===== src/rtl/tt_sweep_pkg.sv =====
// Shared types and helpers for the truth-table sweep controller.
package tt_sweep_pkg;

  typedef enum logic [1:0] {
    ST_IDLE,
    ST_APPLY,
    ST_SAMPLE,
    ST_DONE
  } sweep_state_e;

  // A vector reads as 1 when strictly more than this many samples were 1.
  function automatic int unsigned maj_threshold(input int unsigned samples);
    return samples / 2;
  endfunction

endpackage


===== src/rtl/tt_sweep_ctrl_majority_sampler.sv =====
// Counts ones on dut_out over a sample window and reports the majority,
// including the sample presented in the current cycle.
module majority_sampler
  import tt_sweep_pkg::*;
#(
  parameter int unsigned SAMPLES = 3
) (
  input  logic clk,
  input  logic rst,
  input  logic clear_i,
  input  logic en_i,
  input  logic bit_i,
  output logic majority_c_o
);

  localparam int unsigned CW  = $clog2(SAMPLES + 1);
  localparam int unsigned THR = maj_threshold(SAMPLES);

  logic [CW-1:0] ones_q;
  logic [CW:0]   ones_inc;

  assign ones_inc     = {1'b0, ones_q} + (CW + 1)'(bit_i);
  assign majority_c_o = en_i && (32'(ones_inc) > THR);

  always_ff @(posedge clk) begin
    if (rst || clear_i) begin
      ones_q <= '0;
    end else if (en_i) begin
      ones_q <= CW'(ones_inc);
    end
  end

endmodule


===== src/rtl/tt_sweep_ctrl.sv =====
// Walks every input vector of a small combinational circuit, majority-samples
// its output after a settle delay and compares the result with EXPECTED.
module tt_sweep_ctrl
  import tt_sweep_pkg::*;
#(
  parameter int unsigned          N_IN          = 3,
  parameter logic [(1<<N_IN)-1:0] EXPECTED      = 8'hF6,
  parameter int unsigned          SETTLE_CYCLES = 4,
  parameter int unsigned          SAMPLES       = 3
) (
  input  logic                  clk,
  input  logic                  rst,
  input  logic                  start,
  input  logic                  dut_out,
  output logic [N_IN-1:0]       dut_in,
  output logic                  busy,
  output logic                  done,
  output logic [(1<<N_IN)-1:0]  observed,
  output logic [(1<<N_IN)-1:0]  mismatch,
  output logic                  pass
);

  localparam int unsigned TT_W = 1 << N_IN;
  localparam int unsigned IW   = N_IN + 1;
  localparam int unsigned SW   = $clog2(SETTLE_CYCLES + 1);
  localparam int unsigned CW   = $clog2(SAMPLES + 1);

  sweep_state_e    state_q;
  logic [IW-1:0]   idx_q;
  logic [SW-1:0]   settle_q;
  logic [CW-1:0]   samp_q;
  logic [N_IN-1:0] dut_in_q;
  logic            busy_q;
  logic            done_q;
  logic [TT_W-1:0] obs_q;
  logic [TT_W-1:0] mis_q;
  logic            pass_q;

  logic            maj_c;
  logic [TT_W-1:0] obs_next_c;
  logic            last_settle_c;
  logic            last_samp_c;
  logic            last_vec_c;

  majority_sampler #(
    .SAMPLES (SAMPLES)
  ) u_sampler (
    .clk          (clk),
    .rst          (rst),
    .clear_i      (state_q != ST_SAMPLE),
    .en_i         (state_q == ST_SAMPLE),
    .bit_i        (dut_out),
    .majority_c_o (maj_c)
  );

  assign last_settle_c = (settle_q == SW'(SETTLE_CYCLES - 1));
  assign last_samp_c   = (samp_q == CW'(SAMPLES - 1));
  assign last_vec_c    = (idx_q == IW'(TT_W - 1));

  // Truth table with the current vector's verdict merged in.
  always_comb begin
    obs_next_c = obs_q;
    obs_next_c[idx_q[N_IN-1:0]] = maj_c;
  end

  always_ff @(posedge clk) begin
    if (rst) begin
      state_q  <= ST_IDLE;
      idx_q    <= '0;
      settle_q <= '0;
      samp_q   <= '0;
      dut_in_q <= '0;
      busy_q   <= 1'b0;
      done_q   <= 1'b0;
      obs_q    <= '0;
      mis_q    <= '0;
      pass_q   <= 1'b0;
    end else begin
      done_q <= 1'b0;
      case (state_q)
        ST_IDLE: begin
          if (start) begin
            state_q  <= ST_APPLY;
            idx_q    <= '0;
            settle_q <= '0;
            dut_in_q <= '0;
            busy_q   <= 1'b1;
            obs_q    <= '0;
            mis_q    <= '0;
            pass_q   <= 1'b0;
          end
        end
        ST_APPLY: begin
          if (last_settle_c) begin
            state_q <= ST_SAMPLE;
            samp_q  <= '0;
          end else begin
            settle_q <= settle_q + SW'(1);
          end
        end
        ST_SAMPLE: begin
          if (last_samp_c) begin
            obs_q <= obs_next_c;
            if (last_vec_c) begin
              state_q <= ST_DONE;
              busy_q  <= 1'b0;
              done_q  <= 1'b1;
              mis_q   <= obs_next_c ^ EXPECTED;
              pass_q  <= (obs_next_c == EXPECTED);
            end else begin
              state_q  <= ST_APPLY;
              idx_q    <= idx_q + IW'(1);
              dut_in_q <= idx_q[N_IN-1:0] + N_IN'(1);
              settle_q <= '0;
            end
          end else begin
            samp_q <= samp_q + CW'(1);
          end
        end
        ST_DONE: begin
          state_q <= ST_IDLE;
        end
        default: begin
          state_q <= ST_IDLE;
        end
      endcase
    end
  end

  assign dut_in   = dut_in_q;
  assign busy     = busy_q;
  assign done     = done_q;
  assign observed = obs_q;
  assign mismatch = mis_q;
  assign pass     = pass_q;

endmodule

===== config.mk =====
export PLATFORM = sky130hd
export DESIGN_NAME = tt_sweep_ctrl
export DESIGN_NICKNAME = d
export VERILOG_FILES = /design/src/rtl/tt_sweep_pkg.sv /design/src/rtl/tt_sweep_ctrl_majority_sampler.sv /design/src/rtl/tt_sweep_ctrl.sv
export SDC_FILE = /design/constraint.sdc
export NUM_CORES = 1
export LEC_CHECK = 0
export ABC_AREA = 1
export CORE_AREA = 3 3 74 103
export CTS_CLUSTER_SIZE = 14
export DETAILED_ROUTE_END_ITERATION = 16
export DIE_AREA = 0 0 77 106
export GPL_ROUTABILITY_DRIVEN = 0
export PLACE_DENSITY_LB_ADDON = 0.12
export SETUP_SLACK_MARGIN = 0.02
export SYNTH_ARGS = -nofsm -noshare
export SYNTH_HDL_FRONTEND = slang
export SYNTH_HIERARCHICAL = 1
export SYNTH_SLANG_ARGS = --single-unit
export TNS_END_PERCENT = 30

===== constraint.sdc =====
create_clock -name clk -period 1.6 [get_ports clk]
set_input_delay 0.16 -clock clk [delete_from_list [all_inputs] [get_ports clk]]
set_output_delay 0.16 -clock clk [all_outputs]
set_load 0.01 [all_outputs]

# After elaboration in Yosys (flattened, before gate mapping)
# Index checks and enable logic that the tools add are counted.
dict set report op_classes {
  addsub 5
  n_lt_le_gt_ge 3
  eq_ne 15
  n_mux 38
  bitwise 3
  reduce_logical 14
}
# cell n
set op_table {}
lappend op_table {{2-to-1 mux 8 bit} 4}
lappend op_table {{case mux 8 bit (2 select lines)} 2}
lappend op_table {{2-to-1 mux 3 bit} 6}
lappend op_table {{!= test 2 bit (second input constant)} 8}
lappend op_table {{2-to-1 mux 2 bit} 6}
lappend op_table {{2-to-1 mux 4 bit} 3}
lappend op_table {{case mux 3 bit (3 select lines)} 1}
lappend op_table {{AND reduction 3 bit} 3}
lappend op_table {{bitwise mux 8 bit} 1}
lappend op_table {{== test 8 bit (second input constant)} 1}
lappend op_table {{2-to-1 mux 1 bit} 8}
lappend op_table {{case mux 2 bit (4 select lines)} 1}
lappend op_table {{case mux 4 bit (2 select lines)} 1}
lappend op_table {{AND reduction 4 bit} 2}
lappend op_table {{adder 3 x 1 -> 3 bit (second input constant)} 2}
lappend op_table {{== test 2 bit (second input constant)} 3}
lappend op_table {{inverter 6 bit} 1}
lappend op_table {{case mux 3 bit (2 select lines)} 1}
lappend op_table {{AND reduction 5 bit} 1}
lappend op_table {{adder 4 x 1 -> 4 bit (second input constant)} 1}
lappend op_table {{== test 4 x 3 -> 1 bit (second input constant)} 1}
lappend op_table {{< comparator 3 x 4 -> 1 bit (second input constant)} 1}
lappend op_table {{case mux 1 bit (2 select lines)} 2}
lappend op_table {{case mux 2 bit (2 select lines)} 1}
lappend op_table {{other kinds (14)} 17}
dict set report totals {
  regBits 35
  inputBits 4
  word_cells 89
}

# Logic depth before layout (Yosys ltp)
dict set report logic_depth {
  ltp_word 9
  ltp_mapped 14
  ltp_nobuf 14
}

# By module
# The synthesis kept the hierarchy.
# mod instances cells_each area_per_inst_um2 seq_area_each_um2
set modules_own_cells {}
lappend modules_own_cells {tt_sweep_ctrl 1 209 1510.2 600.6}
lappend modules_own_cells {majority_sampler 1 23 156.4 40.0}

# Least setup slack after synthesis
# OpenSTA, ideal clock, no wires.
dict set report synth_path {
  path_kind {register to register}
  start {register u_sampler.ones_q[0]}
  end {register pass_q (netlist: pass)}
  arrival_time_ps 1700
  required_time_ps 1529
  path_slack_ps -171
  stages_incl_launch_ff 14
  n_path_buf 0
  period_less_slack_ps 1771
  path_cell_list {dfxtp_1 -> ha_1 -> inv_1 -> ha_1 -> inv_1 -> nand2_1 -> nor2_1 -> nor2_1 -> inv_1 -> nand4_1 -> nand3_1 -> nor2_1 -> nand3_1 -> a21oi_1}
}
dict set report synth_via {
  elab_chain_cells 8
}
# item line_no
set synth_lines {}
lappend synth_lines {{start: declaration} tt_sweep_ctrl_majority_sampler.sv:19} ;# logic [CW-1:0] ones_q;
lappend synth_lines {{start signal: assignment} tt_sweep_ctrl_majority_sampler.sv:29} ;# ones_q <= CW'(ones_inc);
lappend synth_lines {{adder 2 x 1 -> 3 bit} tt_sweep_ctrl_majority_sampler.sv:22} ;# assign ones_inc = {1'b0, ones_q} + (CW + 1)'(bit_i);
lappend synth_lines {{via u_sampler.ones_inc[1]} tt_sweep_ctrl_majority_sampler.sv:20} ;# logic [CW:0] ones_inc;
lappend synth_lines {{greater-than comparator 3 x 1 -> 1 bit} tt_sweep_ctrl_majority_sampler.sv:23} ;# assign majority_c_o = en_i && (32'(ones_inc) > THR);
lappend synth_lines {{logical AND 1 bit} tt_sweep_ctrl_majority_sampler.sv:23}
lappend synth_lines {{via maj_c} tt_sweep_ctrl.sv:39} ;# logic maj_c;
lappend synth_lines {{bitwise mux 8 bit} tt_sweep_ctrl.sv:63} ;# obs_next_c[idx_q[N_IN-1:0]] = maj_c;
lappend synth_lines {{== test 8 bit} tt_sweep_ctrl.sv:109} ;# pass_q <= (obs_next_c == EXPECTED);
lappend synth_lines {{2-to-1 mux 1 bit} tt_sweep_ctrl.sv:104} ;# if (last_vec_c) begin
lappend synth_lines {{2-to-1 mux 1 bit} tt_sweep_ctrl.sv:102} ;# if (last_samp_c) begin
lappend synth_lines {{case mux 1 bit (2 select lines)} tt_sweep_ctrl.sv:80} ;# case (state_q)
lappend synth_lines {{end signal: assignment} tt_sweep_ctrl.sv:109}
lappend synth_lines {{end: declaration} tt_sweep_ctrl.sv:37} ;# logic pass_q;
# The timed path passes the listed nets, and every way through them passes these cells. The select of a mux whose other input is x is not followed.
# A chain may end at the register's enable or synchronous reset.

# Worst setup path in the final report
# Ends and elaborated chain as after synthesis.

==> summary.md <==
| Metric | Value |
|---|---|
| WHS Path Cells | 4 |
| DRC Markers | 0 |
| Cts bufs inserted | 5 |
| Clock Latency Late Sink | 280 ps |
| Clk slew on worst S/H paths | 70 ps |
| Area delta synth->final | 36.94% |
| Hpwl dp | 3521 µm |
| Buf/Inv on CP | 3 |
| Worst Hold Path EP | u_sampler/ones_q[0]$_SDFFE_PP0P_ |
| Leakage power | 0.0009128 µW |
| GRT overflow | 0 |
| Req. time, crit path | 1820 ps |
| Min-delay worst type | in2reg |
| Slowest stage delay, CP | 350 ps |
| Share of layout cells above drive strength 1 | 0.2336 |
| Worst EP arrival | 1970 ps |
| Failing checks | setup timing |
| Endpoints failing hold | 0 |
| Via count | 1597 |
| WS Path Type | reg2reg |
| Least-Margin Pin Slew | 256.3 ps |
| Final Cell Area | 2282 µm² |
| Status | finished, violations left |
| Max-slew violations | 0 |
| Max-cap viol count | 0 |
| Synth cell types | 25 |
| Pre-CTS WS | -609.1 ps |
| Num ports | 26 |
| Peak VDD IR | 0.3059 mV |
| CP Launch Point | u_sampler/ones_q[0]$_SDFFE_PP0P_ |
| Area contributors post-synth | dfxtp_1, nand2_1, a21oi_1, ha_1, nor2_1 |
| Largest net degree at the start of global routing | 14 |
| Final wirelength | 4585 µm |
| Final setup skew | 7.328 ps |
| Initial antenna violation count | 0 |
| Antenna Nets Post-Route | 0 |
| Synth Register Bits | 32 |
| CP Max Fanout | 6 |
| Fin crit share | 1.096 |
| Startpoint Class | flop |
| Sequential share of the synthesized area | 0.3844 |
| Worst Reg-to-Reg Cells | 13 |
| Die X | 77 µm |
| Fmax | 570.4 MHz |
| RR Startpoint | u_sampler/ones_q[0]$_SDFFE_PP0P_ |
| Core Region | 6700 µm² |
| Full die area | 8162 µm² |
| RSZ-0062 raised after global routing | true |
| Mapped Cells | 232 |
| Crit path max-delay family | simple AND/OR/NAND/NOR gates |
| Maximum clock path buffer count | 2 |
| H-Tree Depth | 2 |
| Yosys synthesis warning count | 6 |
| Syn avg cell area | 7.184 µm² |
| Antenna Cells | 0 |
| Via-to-Cell Ratio | 4.363 |
| CTS Root Cell | clkbuf_8 |
| HP Start | dut_out |
| Area of the multi-input gates | 947.2 µm² |
| DR WL/cell | 12.53 µm |
| Critical Path End Type | flop |
| First-pass GRT wire length | 7845 µm |
| Post-synth top area cell | dfxtp_1 |
| PnR worst setup slack | -153.2 ps |
| Final setup viols | 11 |
| Gr usage total | 0.1223 |
| Yosys top cell area share | 0.3844 |
| Register area | 641.9 µm² |
| # port buffers | 25 |
| Post-Synthesis Net Count | 244 |
| CTS tree | yes |
| Placed cell area | 2133 µm² |
| Worst R2R Setup Slack | -150 ps |
| TritonCTS Sinks | 32 |
| Die Y | 106 µm |
| Crit-path slowest cell | dfxtp_2 |
| Final nets | 288 |
| R2r endpoint | pass$_SDFFE_PP0P_ |
| DRT Pass-1 Iters | 4 |
| Starting Density | 0.2487 |
| Num rows | 35 |
| 1st-iter DRT viols | 44 |
| # placed instances | 357 |
| Synthesized area | 1667 µm² |
| Vias in the first global route | 1675 |
| Fill count | 759 |
| Layout Cells excl Fill | 366 |
| Worst-path cell chain | ha_4, inv_4, ha_4, inv_2, nand2_2, nor2_2, nor2_4, inv_2, nand4_1, nand3_1, nor2_1, nand3_1, a21oi_2 |
| Pwr dens | 817.1 nW/µm² |
| Slew margin rel. | 0.8280 |
| Tmin final | 1753 ps |
-- flip-flops by register name, summed over array words and instances (netlist names) --
signal,flops
idx_q,4
state_q,2
samp_q,2
done,1
settle_q,3
u_sampler/ones_q,2
mismatch,8
observed,8
busy,1
pass,1
-- worst register-to-register path, delay by kind of cell, from the launching register on --
family | cells | cell delay, ps
DFF | 1 | 350
buffers and inverters | 3 | 140
adders and majority gates | 2 | 400
and+or+nand+nor | 7 | 690
AOI/OAI and AO/OA | 1 | 110
-- layout by cell type, fill, tap and decap left out, types with 4 or more instances in the layout --
cell type / Yosys / layout
dfxtp_1: 32 / 31
nand2_2: 7 / 10
nor2_4: 4 / 5
inv_2: 6 / 8
nand3_1: 13 / 11
ha_1: 8 / 5
clkdlybuf4s50_1: 0 / 23
o21ai_0: 6 / 4
a21oi_1: 27 / 25
o21ai_1: 4 / 5
clkbuf_8: 0 / 5
buf_4: 4 / 18
nand2_1: 55 / 52
inv_1: 20 / 17
nand4_1: 7 / 7
nor2_1: 25 / 23
-- metal layers --
metal  vias to the layer above  wire [µm]  GRT usage
li1                        842          -          -
met1                       734       2024     0.1372
met2                        16       2398     0.2207
met3                         5         82    0.02458
met4                         0         80    0.05471
met5                         -          0          0
-- power breakdown --
part	internal, µW	switching (µW)
logic	159	280
clock network	280	279
registers	840	26.8
total	1280	586
-- worst max-delay path by stage --
| stage | slack (ps) | cells after the start | endpoint |
|---|---|---|---|
| after floorplan | -20 | 13 | pass$_SDFFE_PP0P_ |
| after global placement | -590 | 14 | pass$_SDFFE_PP0P_ |
| after detailed placement | -610 | 14 | pass$_SDFFE_PP0P_ |
| after CTS | -190 | 13 | pass$_SDFFE_PP0P_ |
| after global routing | -300 | 13 | pass$_SDFFE_PP0P_ |
| final | -150 | 13 | pass$_SDFFE_PP0P_ |
-- stage by stage --
| stage | utilization | hold WS, ps | total power (µW) | setup TNS (ps) |
|---|---|---|---|---|
| 2_1_floorplan | - | 229.1 | 1159 | -30.10 |
| 3_3_place_gp | 0.3184 | 451.1 | 1323 | -7399 |
| 3_5_place_dp | 0.3184 | 452.3 | 1321 | -7729 |
| 4_1_cts | 0.3354 | 454.5 | 1904 | -1244 |
| 5_1_grt | 0.3406 | 483.1 | 2000 | -2968 |
| 6_report | 0.3406 | 453.2 | 1865 | -986.8 |
-- cells by family after synthesis --
kind of cell / count (synthesis) / share of synthesized area
AND/OR/NAND/NOR: 114 / 0.3191
AO/OA/AOI/OAI: 42 / 0.1389
buffers and inverters: 34 / 0.08709
adder cells (fa/ha/maj): 8 / 0.06006
flip-flops: 32 / 0.3844
XOR/XNOR: 2 / 0.01051
-- what timing repair did --
action | in CTS | in global routing
pin swaps | 21 | 9
resized for setup | 10 | 9
setup buffers | 3 | 1
endpoints found under the setup margin | 17 | 22
hold buffers | 0 | 0
cloned | 0 | 0
-- layout make-up --
| class | count | share of cell area |
|---|---|---|
| clock buffers | 5 | 0.03015 |
| well taps | 92 | 0.05044 |
| inverters | 26 | 0.04386 |
| multi-input cells | 166 | 0.4150 |
| repair buffers | 45 | 0.1793 |
| flip-flops and latches | 32 | 0.2813 |
-- cell usage after synthesis (all sizes together) --
cell / n
dfxtp: 32
o21ai: 10
xor2: 2
nor2: 30
o21bai: 1
clkbuf: 2
ha: 8
nand2: 62
o211a: 1
inv: 26
buf: 6
a211oi: 2
a21oi: 28
nand4: 7
nand3: 15
No activity file was read; power rests on OpenSTA's default activity.
